### src/rtl/uart_pkg.sv
// uart_pkg: shared receiver state encoding and parity-mode constants
package uart_pkg;
    localparam logic [2:0] ST_IDLE   = 3'd0;
    localparam logic [2:0] ST_START  = 3'd1;
    localparam logic [2:0] ST_DATA   = 3'd2;
    localparam logic [2:0] ST_PARITY = 3'd3;
    localparam logic [2:0] ST_STOP   = 3'd4;
    localparam logic [1:0] PAR_NONE  = 2'b00;
    localparam logic [1:0] PAR_EVEN  = 2'b01;
    localparam logic [1:0] PAR_ODD   = 2'b10;
    // Mode 11 is treated like PAR_NONE.
    function automatic logic par_on(input logic [1:0] m);
        return (m == PAR_EVEN) || (m == PAR_ODD);
    endfunction
endpackage

### src/rtl/uart_sync_2ff.sv
// uart_sync_2ff: two-flop synchronizer; ports clk, rst (async high), d_i async in, q_o synced out
module uart_sync_2ff #(
    parameter logic RST_VAL = 1'b1
) (
    input  logic clk,
    input  logic rst,
    input  logic d_i,
    output logic q_o
);
    logic [1:0] ff_q;
    always_ff @(posedge clk or posedge rst)
        if (rst) ff_q <= {2{RST_VAL}};
        else     ff_q <= {ff_q[0], d_i};
    assign q_o = ff_q[1];
endmodule

### src/rtl/uart_rx_cfg.sv
// uart_rx_cfg: oversampled UART receiver with configurable parity/stop bits and break detect;
// ports: clk, rst, rx line, rx_en, tick_os strobe, parity_mode, stop2 in; rx_data, rx_start,
// rx_busy, rx_done, parity_err, frame_err, break_det out
module uart_rx_cfg
    import uart_pkg::*;
#(
    parameter int DATA_W = 8,
    parameter int OSR    = 8
) (
    input  logic              clk,
    input  logic              rst,
    input  logic              rx,
    input  logic              rx_en,
    input  logic              tick_os,
    input  logic [1:0]        parity_mode,
    input  logic              stop2,
    output logic [DATA_W-1:0] rx_data,
    output logic              rx_start,
    output logic              rx_busy,
    output logic              rx_done,
    output logic              parity_err,
    output logic              frame_err,
    output logic              break_det
);
    localparam int            TW    = $clog2(OSR);
    localparam logic [TW-1:0] T_S0  = TW'(OSR / 2 - 1);
    localparam logic [TW-1:0] T_S1  = TW'(OSR / 2);
    localparam logic [TW-1:0] T_S2  = TW'(OSR / 2 + 1);
    localparam logic [TW-1:0] T_END = TW'(OSR - 1);
    localparam logic [3:0]    B_END = 4'(DATA_W - 1);

    logic              rx_s;
    logic [2:0]        state_q, state_d;
    logic [TW-1:0]     tick_q, tick_d;
    logic [3:0]        bit_q, bit_d;
    logic [1:0]        vote_q, vote_d, pmode_q, pmode_d;
    logic [DATA_W-1:0] shreg_q, shreg_d, data_q, data_d;
    logic              stop2_q, stop2_d, stp_q, stp_d, par_q, par_d, zero_q, zero_d;
    logic              perr_q, perr_d, ferr_q, ferr_d, brk_q, brk_d, hold_q, hold_d;
    logic              start_q, start_d, busy_q, busy_d, done_q, done_d;
    logic              perr_o_q, perr_o_d, ferr_o_q, ferr_o_d, brk_o_q, brk_o_d;
    logic              vbit, samp, ferr_n, brk_n;

    uart_sync_2ff #(.RST_VAL(1'b1)) u_sync (.clk(clk), .rst(rst), .d_i(rx), .q_o(rx_s));

    // vote_q counts ones among the three mid-bit samples; bit 1 set means at least two.
    assign vbit   = vote_q[1];
    assign samp   = (tick_q == T_S0) || (tick_q == T_S1) || (tick_q == T_S2);
    assign ferr_n = ferr_q | ~vbit;
    // Break is decided on the first stop bit; later stop bits keep the verdict.
    assign brk_n  = stp_q ? brk_q : (zero_q & ~vbit);

    always_comb begin
        state_d  = state_q;
        tick_d   = tick_q;
        bit_d    = bit_q;
        vote_d   = vote_q;
        shreg_d  = shreg_q;
        data_d   = data_q;
        pmode_d  = pmode_q;
        stop2_d  = stop2_q;
        stp_d    = stp_q;
        par_d    = par_q;
        zero_d   = zero_q;
        perr_d   = perr_q;
        ferr_d   = ferr_q;
        brk_d    = brk_q;
        busy_d   = busy_q;
        perr_o_d = perr_o_q;
        ferr_o_d = ferr_o_q;
        brk_o_d  = brk_o_q;
        // After a break the line must go high before a new start is accepted.
        hold_d   = hold_q & ~rx_s;
        start_d  = 1'b0;
        done_d   = 1'b0;
        if (state_q == ST_IDLE) begin
            if (rx_en && !rx_s && !hold_q) begin
                state_d = ST_START;
                start_d = 1'b1;
                busy_d  = 1'b1;
                tick_d  = '0;
                vote_d  = '0;
                bit_d   = '0;
                stp_d   = 1'b0;
                par_d   = 1'b0;
                zero_d  = 1'b1;
                perr_d  = 1'b0;
                ferr_d  = 1'b0;
                brk_d   = 1'b0;
                pmode_d = parity_mode;
                stop2_d = stop2;
            end
        end else if (tick_os) begin
            tick_d = tick_q + 1'b1;
            if (samp) vote_d = vote_q + {1'b0, rx_s};
            if (state_q == ST_START && tick_q == T_S0 && rx_s) begin
                state_d = ST_IDLE;
                busy_d  = 1'b0;
            end else if (tick_q == T_END) begin
                vote_d = '0;
                case (state_q)
                    ST_START: state_d = ST_DATA;
                    ST_DATA: begin
                        shreg_d = {vbit, shreg_q[DATA_W-1:1]};
                        par_d   = par_q ^ vbit;
                        zero_d  = zero_q & ~vbit;
                        bit_d   = bit_q + 1'b1;
                        if (bit_q == B_END) state_d = par_on(pmode_q) ? ST_PARITY : ST_STOP;
                    end
                    ST_PARITY: begin
                        perr_d  = par_q ^ vbit ^ (pmode_q == PAR_ODD);
                        zero_d  = zero_q & ~vbit;
                        state_d = ST_STOP;
                    end
                    ST_STOP: begin
                        ferr_d = ferr_n;
                        brk_d  = brk_n;
                        stp_d  = 1'b1;
                        if (stp_q == stop2_q) begin
                            state_d  = ST_IDLE;
                            busy_d   = 1'b0;
                            done_d   = 1'b1;
                            data_d   = shreg_q;
                            perr_o_d = perr_q;
                            ferr_o_d = ferr_n;
                            brk_o_d  = brk_n;
                            hold_d   = brk_n;
                        end
                    end
                    default: state_d = ST_IDLE;
                endcase
            end
        end
    end

    always_ff @(posedge clk or posedge rst) begin
        if (rst) begin
            state_q  <= ST_IDLE;
            tick_q   <= '0;
            bit_q    <= '0;
            vote_q   <= '0;
            shreg_q  <= '0;
            data_q   <= '0;
            pmode_q  <= PAR_NONE;
            stop2_q  <= 1'b0;
            stp_q    <= 1'b0;
            par_q    <= 1'b0;
            zero_q   <= 1'b0;
            perr_q   <= 1'b0;
            ferr_q   <= 1'b0;
            brk_q    <= 1'b0;
            hold_q   <= 1'b0;
            start_q  <= 1'b0;
            busy_q   <= 1'b0;
            done_q   <= 1'b0;
            perr_o_q <= 1'b0;
            ferr_o_q <= 1'b0;
            brk_o_q  <= 1'b0;
        end else begin
            state_q  <= state_d;
            tick_q   <= tick_d;
            bit_q    <= bit_d;
            vote_q   <= vote_d;
            shreg_q  <= shreg_d;
            data_q   <= data_d;
            pmode_q  <= pmode_d;
            stop2_q  <= stop2_d;
            stp_q    <= stp_d;
            par_q    <= par_d;
            zero_q   <= zero_d;
            perr_q   <= perr_d;
            ferr_q   <= ferr_d;
            brk_q    <= brk_d;
            hold_q   <= hold_d;
            start_q  <= start_d;
            busy_q   <= busy_d;
            done_q   <= done_d;
            perr_o_q <= perr_o_d;
            ferr_o_q <= ferr_o_d;
            brk_o_q  <= brk_o_d;
        end
    end

    assign rx_data    = data_q;
    assign rx_start   = start_q;
    assign rx_busy    = busy_q;
    assign rx_done    = done_q;
    assign parity_err = perr_o_q;
    assign frame_err  = ferr_o_q;
    assign break_det  = brk_o_q;
endmodule

### config.mk
export PLATFORM = sky130hd
export DESIGN_NAME = uart_rx_cfg
export DESIGN_NICKNAME = d
export VERILOG_FILES = /design/src/rtl/uart_pkg.sv /design/src/rtl/uart_sync_2ff.sv /design/src/rtl/uart_rx_cfg.sv
export SDC_FILE = /design/constraint.sdc
export NUM_CORES = 1
export LEC_CHECK = 0
export CORE_UTILIZATION = 41
export DETAILED_ROUTE_END_ITERATION = 10
export GPL_ROUTABILITY_DRIVEN = 0
export PLACE_DENSITY_LB_ADDON = 0.3
export SYNTH_ARGS = -nofsm -noshare
export SYNTH_HDL_FRONTEND = slang
export SYNTH_SLANG_ARGS = --single-unit
### constraint.sdc
create_clock -name clk -period 4.35 [get_ports clk]
set_clock_uncertainty 0.2 [all_clocks]
set_input_delay 0.6525 -clock clk [delete_from_list [all_inputs] [get_ports clk]]
set_output_delay 0.6525 -clock clk [all_outputs]
set_load 0.02 [all_outputs]
# After elaboration in Yosys (flattened, before gate mapping)
# Index checks and enable logic that the tools add are counted.
totals:
  ff_bits: 46
  output_inout_bits: 14
  wordCells: 157
op_classes:
  n_addsub: 3
  reduce_logical: 30
  n_mux: 77
  eq_ne: 16
  bitwise_logic: 9
ops:
  columns: ["cell", "count"]
  rows:
  - ["$mux 1", 53]
  - ["$reduce_and 5->1", 7]
  - ["$mux 3", 11]
  - ["$mux 4", 6]
  - ["$eq 3x3->1 const B", 4]
  - ["$mux 2", 6]
  - ["$pmux 3 s4", 1]
  - ["$reduce_bool 2->1", 6]
  - ["$eq 3x2->1 const B", 3]
  - ["$reduce_bool 3->1", 3]
  - ["$ne 4x4->1 const B", 2]
  - ["$reduce_and 6->1", 1]
  - ["$add 4x1->4 const B", 1]
  - ["$eq 4x3->1 const B", 1]
  - ["$logic_and 1x1->1", 4]
  - ["$not 1->1", 4]
  - ["$reduce_and 2->1", 2]
  - ["$add 3x1->3 const B", 1]
  - ["$eq 3x1->1 const B", 1]
  - ["$logic_not 3->1", 1]
  - ["$logic_or 1x1->1", 3]
  - ["$add 2x1->2", 1]
  - ["$and 1x1->1", 2]
  - ["$eq 2x1->1 const B", 1]
  - ["other kinds (8)", 10]

# Longest topological paths before layout
# Gate-level depths: netlist of run 1.
logic_depth:
  depth_word: 9
  ltp_mapped: 8

# Modules after synthesis
# A second synthesis of run 1 with hierarchy kept.
hier_totals:
  cells_unflattened: 210
  hier_area_um2: 2189.6
by_module_without_submodules:
  columns: ["module", "seq_area_each_um2", "area_each_um2", "cells_each", "n_inst"]
  rows:
  - ["uart_rx_cfg", 1101.1, 2133.3, 207, 1]
  - ["uart_sync_2ff", 52.6, 56.3, 3, 1]

# Worst setup path after synthesis of run 1
# Ideal clock, no wire load.
synth_timing:
  path_type: "register to register"
  from: "register tick_q[0]"
  to: "register data_q[0] (netlist: rx_data[0])"
  path_stages_with_launch: 8
  arrival_time_ns: 1.851
  path_buffers: 2
  t_required_ns: 4.025
  setup_slack_ns: 2.174
  setup_time_ns: 0.125
  synth_period_minus_slack_ns: 2.176
  cell_sequence: "dfrtp_1 -> ha_1 -> ha_1 -> nand2_1 -> or4_4 -> buf_6 -> buf_6 -> mux2_4"
synth_between:
  elab_chain_cells: 5
  word_cells_on_any_way: 6
  classes_between: "eq/ne: 2; bitwise: 1; reduce/logical: 3"
synth_lines:
  columns: ["item", "line", "source"]
  rows:
  - ["from (decl)", "uart_rx_cfg.sv:34", "logic [TW-1:0] tick_q, tick_d;"]
  - ["from (signal assigned)", "uart_rx_cfg.sv:161", "tick_q <= tick_d;"]
  - ["$eq 3x2->1", "uart_rx_cfg.sv:96", "if (state_q == ST_START && tick_q == T_S0 && rx_s) begin"]
  - ["$logic_and 1x1->1 (2 in a row)", "uart_rx_cfg.sv:96", null]
  - ["$not 1->1 (no source line)", null, null]
  - ["$reduce_and 6->1 (no source line) *", null, null]
  - ["to (signal assigned)", "uart_rx_cfg.sv:165", "data_q <= data_d;"]
  - ["to (decl)", "uart_rx_cfg.sv:37", "logic [DATA_W-1:0] shreg_q, shreg_d, data_q, data_d;"]
# Every way passes the cells marked *; elsewhere a longest branch is shown, timed or not.
# A chain may end at the register's enable or synchronous reset.

# Worst setup path after layout of run 1
layout_timing:
  from: "register tick_q[0]"
  to: "register bit_q[3]"
layout_between:
  elab_chain_cells: 5
  word_cells_on_any_way: 7
  classes_between: "eq/ne: 3; reduce/logical: 4"
layout_lines:
  columns: ["item", "line", "source"]
  rows:
  - ["$eq 3x2->1", "uart_rx_cfg.sv:96", null]
  - ["$logic_and 1x1->1 (2 in a row)", "uart_rx_cfg.sv:96", null]
  - ["$ne 2x2->1 (no source line)", null, null]
  - ["$reduce_and 5->1 (no source line) *", null, null]
  - ["to (signal assigned)", "uart_rx_cfg.sv:162", "bit_q <= bit_d;"]
  - ["to (decl)", "uart_rx_cfg.sv:35", "logic [3:0] bit_q, bit_d;"]
# Marks and branches as above.

==> results.cfg, run 1 <==
[timing]
final.min_clock_period_ns = 2.46
max-slew-margin-rel_pct = 39.3
setup_viol = 0
highest_clock_frequency_the_design_can_meet_ghz = 0.407
worst-slew-pin-transition_ns = 0.910
final.setup.tns_ns = 0
drv_slew = 0
post-route-period-util_pct = 56.5
final-hold-violation-count = 0
timing.hold.ws_ns = 0.158
rsz0062_at_grt = false

[worst_setup_path]
crit_path_cell_trace = ha_1, ha_1, nand3_1, a21boi_1, or4_1, a21oi_1
critical_path.reg2reg.endpoint = bit_q[3]
critical_path.n_buffers_inverters = 0
crit_cells = 6
required_ns = 4.37
worst-setup-path-type = flip-flop to flip-flop
worst_path_largest_cell_delay_ns = 0.52
worstPathMaxFanout = 7
critical-path-top-delay-family = simple AND/OR/NAND/NOR gates
crit_slowest_cell = sky130_fd_sc_hd__or4_1
worst_setup_path_start_kind = flip-flop
worst_r2r_path_depth = 6
timing.rr.start = tick_q[0]
cp_data_arrival_time_ns = 2.48
crit_top_cell = sky130_fd_sc_hd__ha_1
end_kind = flip-flop
reg2reg_setup_slack_ns = 1.89

[synth]
ys_ff_latch = 46
seq_area_frac_synth_pct = 52.8
synth-edff-count = 0
synth_fp_nets = 224
async_reset_ff_share_pct = 100
synth_ff_type = sky130_fd_sc_hd__dfrtp_1
synth-warning-count = 0
mean_instance_size_in_the_synthesized_netlist_um2 = 10.5
number_of_library_cell_types_mapped_by_synthesis = 48
synthCells = 208
synthesis.area_mm2 = 0.00219

[routing]
drt-vias-per-instance = 5.08
drtPass1Iterations = 4
routed-via-count = 1518
detail_route.iter0.violations = 107
ant_nets = 0
drt_wl_total_mm = 3.95
drc = 0
routed_wire_length_per_instance_um = 13.2

[cts]
clk_latency_ns = 0.30
clock_transition_at_the_registers_of_the_reported_paths_ns = 0.08
post_cts.repair.setup_buffers = 0
cts.htree.levels = 2
holdBufCountCts = 0
post_cts_resize_count = 0
maximum_clock_insertion_buffer_count = 2
tritoncts = done
cts_num_sinks = 46
root_buffer = sky130_fd_sc_hd__clkbuf_8
cts_made_buffers = 5

[floorplan]
initial_utilization_pct = 42.8
core_area_mm2 = 0.00511
die-area_mm2 = 0.00563
floorplan.io_pins = 22
rows = 26
floorplan.die.width_um = 75.0
fp.dieH_um = 75.0

[worst_hold_path]
worstHoldEndpoint = u_sync.ff_q[1]
worstHoldPathCells = 0
hp-class = flip-flop to flip-flop
worstHoldStart = u_sync.ff_q[0]

[power_and_ir_drop]
design_power_total_uw = 1310
pwr_density_cell_mw_per_mm2 = 519
leakagePower_uw = 0.00121
vdd_drop_max_v = 0.000205

[placed_design]
dpl.hpwl_mm = 2.75
placed_cells = 291
io_buffers = 21
postPlaceCellArea_mm2 = 0.00244

[final_layout]
finalNetCount = 244
area_of_all_placed_cells_without_fillers_mm2 = 0.00252
layout-drive-gt1-share_pct = 13.1
areaGrowthSynthToFinish_pct = 15.4
n_antenna_cell = 0
final_cell_mix = sky130_fd_sc_hd__dfrtp_1, sky130_fd_sc_hd__nand2_1, sky130_fd_sc_hd__clkdlybuf4s50_1
finish.cell_count_without_fillers = 299
final_common_cell = sky130_fd_sc_hd__dfrtp_1

[job]
maxCapViolations = 0

[grt]
grt_start_max_net_pins = 47
globalRoute.totalOverflow = 0
number_of_antenna_violations_at_the_first_check_in_global_routing = 0
grt_usage_pct = 15.6
first_pass_grt_wire_length_mm = 6.52
number_of_global_route_vias_before_repair = 1408

[status]
outcome = completed
## layer usage
metal | vias up | wire (µm) | part of all wire [%] | global-route usage (%)
met4 | 0 | 68 | 1.7 | 6.71
li1 | 754 | - | - | -
met1 | 726 | 1970 | 50 | 21.5
met3 | 6 | 152 | 3.8 | 3.61
met5 | - | 0 | 0 | 0
met2 | 32 | 1760 | 45 | 23.7
## report_power, final
part	leakage [µW]	internal, µW	switching (µW)
registers	0.000599	523	114
logic	0.000567	198	221
clock network	0.0000452	113	139
total	0.00121	834	474
## logic make-up (layout without fill, tap and decap cells)
group,after synthesis,in the layout,share of synthesized area (%)
compound gates,42,42,12.7
buf+inv,19,40,4.06
mux,13,13,7.50
xor+xnor,3,3,1.20
fa+ha+maj,8,8,4.58
flops,46,46,52.8
simple gates,77,77,17.2
## synth_stat cells, types with 2 or more instances
cell | number | area (µm²)
sky130_fd_sc_hd__mux2_2 | 7 | 78.8
sky130_fd_sc_hd__mux2_4 | 5 | 75.1
sky130_fd_sc_hd__a21o_1 | 3 | 22.5
sky130_fd_sc_hd__ha_1 | 8 | 100
sky130_fd_sc_hd__nand3b_1 | 2 | 15.0
sky130_fd_sc_hd__nor3_1 | 3 | 15.0
sky130_fd_sc_hd__o21ai_0 | 13 | 65.1
sky130_fd_sc_hd__a22oi_1 | 2 | 15.0
sky130_fd_sc_hd__o21a_1 | 3 | 22.5
sky130_fd_sc_hd__nor2_1 | 9 | 33.8
sky130_fd_sc_hd__dfrtp_1 | 44 | 1100
sky130_fd_sc_hd__nand2_1 | 39 | 146
sky130_fd_sc_hd__o31ai_1 | 3 | 22.5
sky130_fd_sc_hd__inv_1 | 11 | 41.3
sky130_fd_sc_hd__buf_6 | 2 | 22.5
sky130_fd_sc_hd__buf_2 | 2 | 10.0
sky130_fd_sc_hd__a21oi_1 | 6 | 30.0
sky130_fd_sc_hd__clkbuf_1 | 4 | 15.0
sky130_fd_sc_hd__dfstp_2 | 2 | 52.6
sky130_fd_sc_hd__nand3_1 | 5 | 25.0
sky130_fd_sc_hd__nor2b_1 | 4 | 25.0
sky130_fd_sc_hd__a211oi_1 | 2 | 15.0
sky130_fd_sc_hd__xnor2_1 | 2 | 17.5
sky130_fd_sc_hd__or2_2 | 3 | 18.8
## through the flow
stage,setup WS (ns),utilization [%]
6_report,1.89,49.4
5_1_grt,1.75,49.4
3_5_place_dp,1.64,47.7
4_1_cts,1.92,49.4
3_3_place_gp,1.64,47.7
2_1_floorplan,2.17,-
## area by class of cell
| class | count | area (µm²) |
|---|---|---|
| Clock buffer | 6 | 72.6 |
| Clock inverter | 2 | 13.8 |
| Fill cell | 490 | 2580 |
| Inverter | 11 | 41.3 |
| Multi-Input combinational cell | 143 | 943 |
| Sequential cell | 46 | 1150 |
| Tap cell | 70 | 87.6 |
| Timing Repair Buffer | 21 | 210 |
## how the worst max path moves through the flow
stage	start	end	slack [ns]
2_1_floorplan	tick_q[0]	rx_data[0]	2.17
3_3_place_gp	rx_en	state_q[2]	1.64
3_5_place_dp	rx_en	state_q[0]	1.64
4_1_cts	tick_q[0]	bit_q[3]	1.92
5_1_grt	state_q[2]	brk_q	1.75
6_report	tick_q[0]	bit_q[3]	1.89
## registers in the layout, indices dropped and copies added (netlist names)
signal,flops
rx_data,8
shreg_q,8
bit_q,4
state_q,3
tick_q,3
pmode_q,2
u_sync.ff_q,2
vote_q,2
break_det,1
brk_q,1
ferr_q,1
frame_err,1
hold_q,1
par_q,1
parity_err,1
perr_q,1
rx_busy,1
rx_done,1
rx_start,1
stop2_q,1
stp_q,1
zero_q,1
No activity file was read; power rests on OpenSTA's default activity.
==> run 2, diff against run 1 <==
==> constraint.sdc (replaced) <==
create_clock -name clk -period 2.3 [get_ports clk]
set_clock_uncertainty 0.2 [all_clocks]
set_input_delay 0.345 -clock clk [delete_from_list [all_inputs] [get_ports clk]]
set_output_delay 0.345 -clock clk [all_outputs]
set_load 0.02 [all_outputs]
==> results.cfg, run 2 (synthesized netlist as in run 1, its figures left out) <==
[cts]
post_cts.repair.setup_buffers = 0
root_buffer = sky130_fd_sc_hd__clkbuf_8
maximum_clock_insertion_buffer_count = 2
tritoncts = done
cts.htree.levels = 2
cts_made_buffers = 5
clock_transition_at_the_registers_of_the_reported_paths_ns = 0.08
clk_latency_ns = 0.30
cts_num_sinks = 46

[floorplan]
floorplan.die.width_um = 75.0
core_area_mm2 = 0.00511
die-area_mm2 = 0.00563
fp.dieH_um = 75.0
initial_utilization_pct = 42.8
floorplan.io_pins = 22
rows = 26

[final_layout]
fillCellCount = 474
areaGrowthSynthToFinish_pct = 21.9
n_antenna_cell = 0
final_cell_mix = sky130_fd_sc_hd__dfrtp_1, sky130_fd_sc_hd__nand2_1, sky130_fd_sc_hd__clkdlybuf4s50_1
finalNetCount = 257
layout-drive-gt1-share_pct = 19.4
final_common_cell = sky130_fd_sc_hd__dfrtp_1

[timing]
timing.hold.ws_ns = 0.155
post-route-period-util_pct = 93.5
drv_slew = 0
highest_clock_frequency_the_design_can_meet_ghz = 0.465
worst-slew-pin-transition_ns = 0.439
final.setup.tns_ns = 0
final.min_clock_period_ns = 2.15
max-slew-margin-rel_pct = 70.5
rsz0062_at_grt = false
setup_viol = 0
final-hold-violation-count = 0

[worst_setup_path]
worst_path_largest_cell_delay_ns = 0.55
end_kind = flip-flop
cp_data_arrival_time_ns = 2.14
reg2reg_setup_slack_ns = 0.15
critical-path-top-delay-family = simple AND/OR/NAND/NOR gates
crit_slowest_cell = sky130_fd_sc_hd__or4_4
crit_path_cell_trace = ha_1, ha_2, nand2_1, or4_4, mux2_4
worst_setup_path_start_kind = flip-flop
worstPathMaxFanout = 14
critical_path.n_buffers_inverters = 0
worst-setup-path-type = flip-flop to flip-flop
required_ns = 2.29

[job]
maxCapViolations = 0

[grt]
grt_usage_pct = 16.7
global_route_met2_utilization_pct = 24.4
globalRoute.totalOverflow = 0
number_of_antenna_violations_at_the_first_check_in_global_routing = 0
grt-busiest-layer = met2
number_of_global_route_vias_before_repair = 1455
use_met3_pct = 3.88
first_pass_grt_wire_length_mm = 6.93
grt_start_max_net_pins = 30
global_route.usage.met1_pct = 23.7

[power_and_ir_drop]
design_power_total_uw = 2640
vdd_drop_max_v = 0.000607
pwr_density_cell_mw_per_mm2 = 992
leakagePower_uw = 0.00129

[routing]
drt-vias-per-instance = 5.12
drt_wl_total_mm = 4.14
routed_wire_length_per_instance_um = 13.3
routed-via-count = 1596
drtPass1Iterations = 4
drc = 0
detail_route.iter0.violations = 126
ant_nets = 0

[worst_hold_path]
hp-class = input port to async pin

[placed_design]
dpl.hpwl_mm = 2.95
io_buffers = 21

[status]
outcome = completed
run 2: cell count changes in the layout (fill, tap and decap cells not counted), sizes merged:
cell,previous run,this run
buf,0,13
clkinv,2,1
clkbuf,6,7
run 2: report_power, final:
group / switching (µW) / total (µW) / internal, µW
clock network: 269 / 544 / 275
logic: 493 / 931 / 438
registers: 178 / 1170 / 989
run 2: final timing paths:
kind	start	end	cells after the start
min	rst	rx_done	2
max in group asynchronous	rst	brk_q	3
max reg2reg	tick_q[0]	rx_data[3]	5
min in group clk	u_sync.ff_q[0]	u_sync.ff_q[1]	0
max	tick_q[0]	rx_data[3]	5
min reg2reg	u_sync.ff_q[0]	u_sync.ff_q[1]	0
run 2: final cells by class:
class	instances	area, µm²	area share, %
Multi-Input combinational cell	143	956	35.9
Inverter	11	41.3	1.55
Clock inverter	1	8.76	0.329
Clock buffer	7	96.3	3.62
Sequential cell	46	1150	43.3
Tap cell	70	87.6	3.29
Timing Repair Buffer	34	320	12.0
run 2: timing repair:
| item | 4_1_cts | 5_1_grt |
|---|---|---|
| endpoints found under the setup margin | 0 | 4 |
| gates resized for setup | 0 | 3 |
| hold endpoints to repair | 0 | 0 |
| hold buffers | 0 | 0 |
run 2: worst reg2reg max path: stages, from the launching register on:
cell and delay, ns:
sky130_fd_sc_hd__dfrtp_1 0.41, sky130_fd_sc_hd__ha_1 0.23, sky130_fd_sc_hd__ha_2 0.24, sky130_fd_sc_hd__nand2_1 0.08, sky130_fd_sc_hd__or4_4 0.55, sky130_fd_sc_hd__mux2_4 0.34
run 2: through the flow:
step / worst slack, ns / cells / utilization [%] / area [µm²]
after global placement: 0.0587 / 304 / 49.9 / 2550
after detailed placement: 0.0433 / 304 / 49.9 / 2550
after CTS: 0.120 / 312 / 51.9 / 2650
after floorplan: 0.124 / 208 / - / 2190
final: 0.149 / 312 / 52.2 / 2660
after global routing: 0.0390 / 312 / 52.2 / 2660
run 2: routing by layer:
layer	up-vias	share of wire [%]
li1	786	-
met1	764	49
met2	37	45
met3	9	4.4
met4	0	2.2
met5	-	0
==> run 3, diff against run 2 <==
==> constraint.sdc (replaced) <==
create_clock -name clk -period 2.1 [get_ports clk]
set_clock_uncertainty 0.2 [all_clocks]
set_input_delay 0.315 -clock clk [delete_from_list [all_inputs] [get_ports clk]]
set_output_delay 0.315 -clock clk [all_outputs]
set_load 0.02 [all_outputs]
==> results.cfg, run 3 (synthesized netlist as in run 1, its figures left out) <==
[final_layout]
fillCellCount = 459
layout-drive-gt1-share_pct = 22.0
areaGrowthSynthToFinish_pct = 25.8
final_common_cell = sky130_fd_sc_hd__dfrtp_1
final_cell_mix = sky130_fd_sc_hd__dfrtp_1, sky130_fd_sc_hd__nand2_1, sky130_fd_sc_hd__clkdlybuf4s50_1
finalNetCount = 265
n_antenna_cell = 0
area_of_all_placed_cells_without_fillers_mm2 = 0.00275

[floorplan]
initial_utilization_pct = 42.8
fp.dieH_um = 75.0
core_area_mm2 = 0.00511
floorplan.io_pins = 22
die-area_mm2 = 0.00563
rows = 26
floorplan.die.width_um = 75.0

[power_and_ir_drop]
power_frac_clock_pct = 21.6
internal-power_uw = 1990
seqPwrFrac_pct = 41.6
pwr_density_cell_mw_per_mm2 = 1110
switching_share_pct = 34.5
power.combinational.fraction_pct = 36.8
leakagePower_uw = 0.00133
vdd_drop_max_v = 0.000418
total_switching_power_uw = 1050

[timing]
timing.hold.ws_ns = 0.148
setup_viol = 0
final.min_clock_period_ns = 2.00
drv_slew = 0
final-hold-violation-count = 0
post-route-period-util_pct = 95.2
worst-slew-pin-transition_ns = 0.540
highest_clock_frequency_the_design_can_meet_ghz = 0.500
max-slew-margin-rel_pct = 63.7
final.setup.tns_ns = 0

[cts]
tritoncts = done
cts.htree.levels = 2
clock_transition_at_the_registers_of_the_reported_paths_ns = 0.09
holdBufCountCts = 0
root_buffer = sky130_fd_sc_hd__clkbuf_8
clk_latency_ns = 0.30
cts_num_sinks = 46
cts_made_buffers = 5
maximum_clock_insertion_buffer_count = 2

[routing]
routed-via-count = 1598
drc = 0
ant_nets = 0
detail_route.iter0.violations = 91
drtPass1Iterations = 4
routed_wire_length_per_instance_um = 13.3
drt_wl_total_mm = 4.26
drt-vias-per-instance = 4.99

[placed_design]
postPlaceCellArea_mm2 = 0.00263
io_buffers = 21
dpl.hpwl_mm = 3.14

[grt]
grt_usage_pct = 17.2
globalRoute.totalOverflow = 0
number_of_antenna_violations_at_the_first_check_in_global_routing = 0
grt_start_max_net_pins = 29
number_of_global_route_vias_before_repair = 1587
first_pass_grt_wire_length_mm = 7.27

[worst_setup_path]
timing.rr.start = tick_q[1]
worst_r2r_path_depth = 7
cp_data_arrival_time_ns = 1.99
worst_setup_path_start_kind = flip-flop
critical_path.reg2reg.endpoint = hold_q
worst-setup-path-type = flip-flop to flip-flop
crit_slowest_cell = sky130_fd_sc_hd__dfrtp_1
reg2reg_setup_slack_ns = 0.1
required_ns = 2.09
worstPathMaxFanout = 3
end_kind = flip-flop
crit_path_cell_trace = ha_4, ha_1, nand2_1, a211oi_1, buf_4, o21ai_0, a31o_2
worst_path_largest_cell_delay_ns = 0.40

[status]
outcome = completed

[worst_hold_path]
hp-class = input port to async pin

[job]
maxCapViolations = 0
## run 3: cell types whose count changed in the layout (fill, tap and decap cells not counted), sizes merged
cell / delta
buf: +8
bufinv: +1
clkbuf: -2
inv: +1
## run 3: how the worst max path moves through the flow
stage / cells after the start / endpoint / start
2_1_floorplan: 7 / rx_data[0] / tick_q[0]
3_3_place_gp: 4 / rx_data[3] / tick_os
3_5_place_dp: 5 / state_q[2] / rx_en
4_1_cts: 7 / state_q[2] / tick_q[0]
5_1_grt: 7 / hold_q / tick_q[1]
6_report: 7 / hold_q / tick_q[1]
## run 3: per-stage QoR
step	utilization (%)	setup WS, ns	cells	total power [µW]
global route	53.8	-0.0198	320	3290
CTS	53.7	0.0464	320	3060
global placement	51.5	-0.0999	312	2370
floorplan	-	0.0314	208	2000
detailed placement	51.5	-0.147	312	2400
finish	53.8	0.0998	320	3050
## run 3: worst max-delay path: cells and delay by family (launching register included)
| kind | cells | cell delay (ns) |
|---|---|---|
| simple gates | 1 | 0.08 |
| flops | 1 | 0.40 |
| buf+inv | 1 | 0.17 |
| compound gates | 3 | 0.71 |
| fa+ha+maj | 2 | 0.33 |
## run 3: layout make-up
type / count / area [µm²] / area share [%]
Clock buffer: 5 / 68.8 / 2.50
Clock inverter: 3 / 43.8 / 1.59
Inverter: 11 / 41.3 / 1.50
Multi-Input combinational cell: 143 / 975 / 35.4
Sequential cell: 46 / 1150 / 41.9
Tap cell: 70 / 87.6 / 3.18
Timing Repair Buffer: 42 / 380 / 13.8
## run 3: metal layers
metal,vias up,wire length (µm),track usage [%]
met5,-,0,0
met4,0,52,6.50
met3,5,169,3.61
met2,29,2030,27.4
met1,764,2000,23.1
li1,800,-,-
## run 3: power by group through the flow
| stage | Clock (µW) | Sequential (µW) | Combinational, µW |
|---|---|---|---|
| after floorplan | 0 | 1250 | 744 |
| after global placement | 0 | 1270 | 1090 |
| after detailed placement | 0 | 1280 | 1110 |
| after CTS | 679 | 1260 | 1120 |
| after global routing | 717 | 1300 | 1270 |
| final | 658 | 1270 | 1120 |
## run 3: timing repair
item                                    in CTS  in global routing
setup buffers                                0                  0
endpoints found under the setup margin       0                  2
gates resized for setup                      0                  1
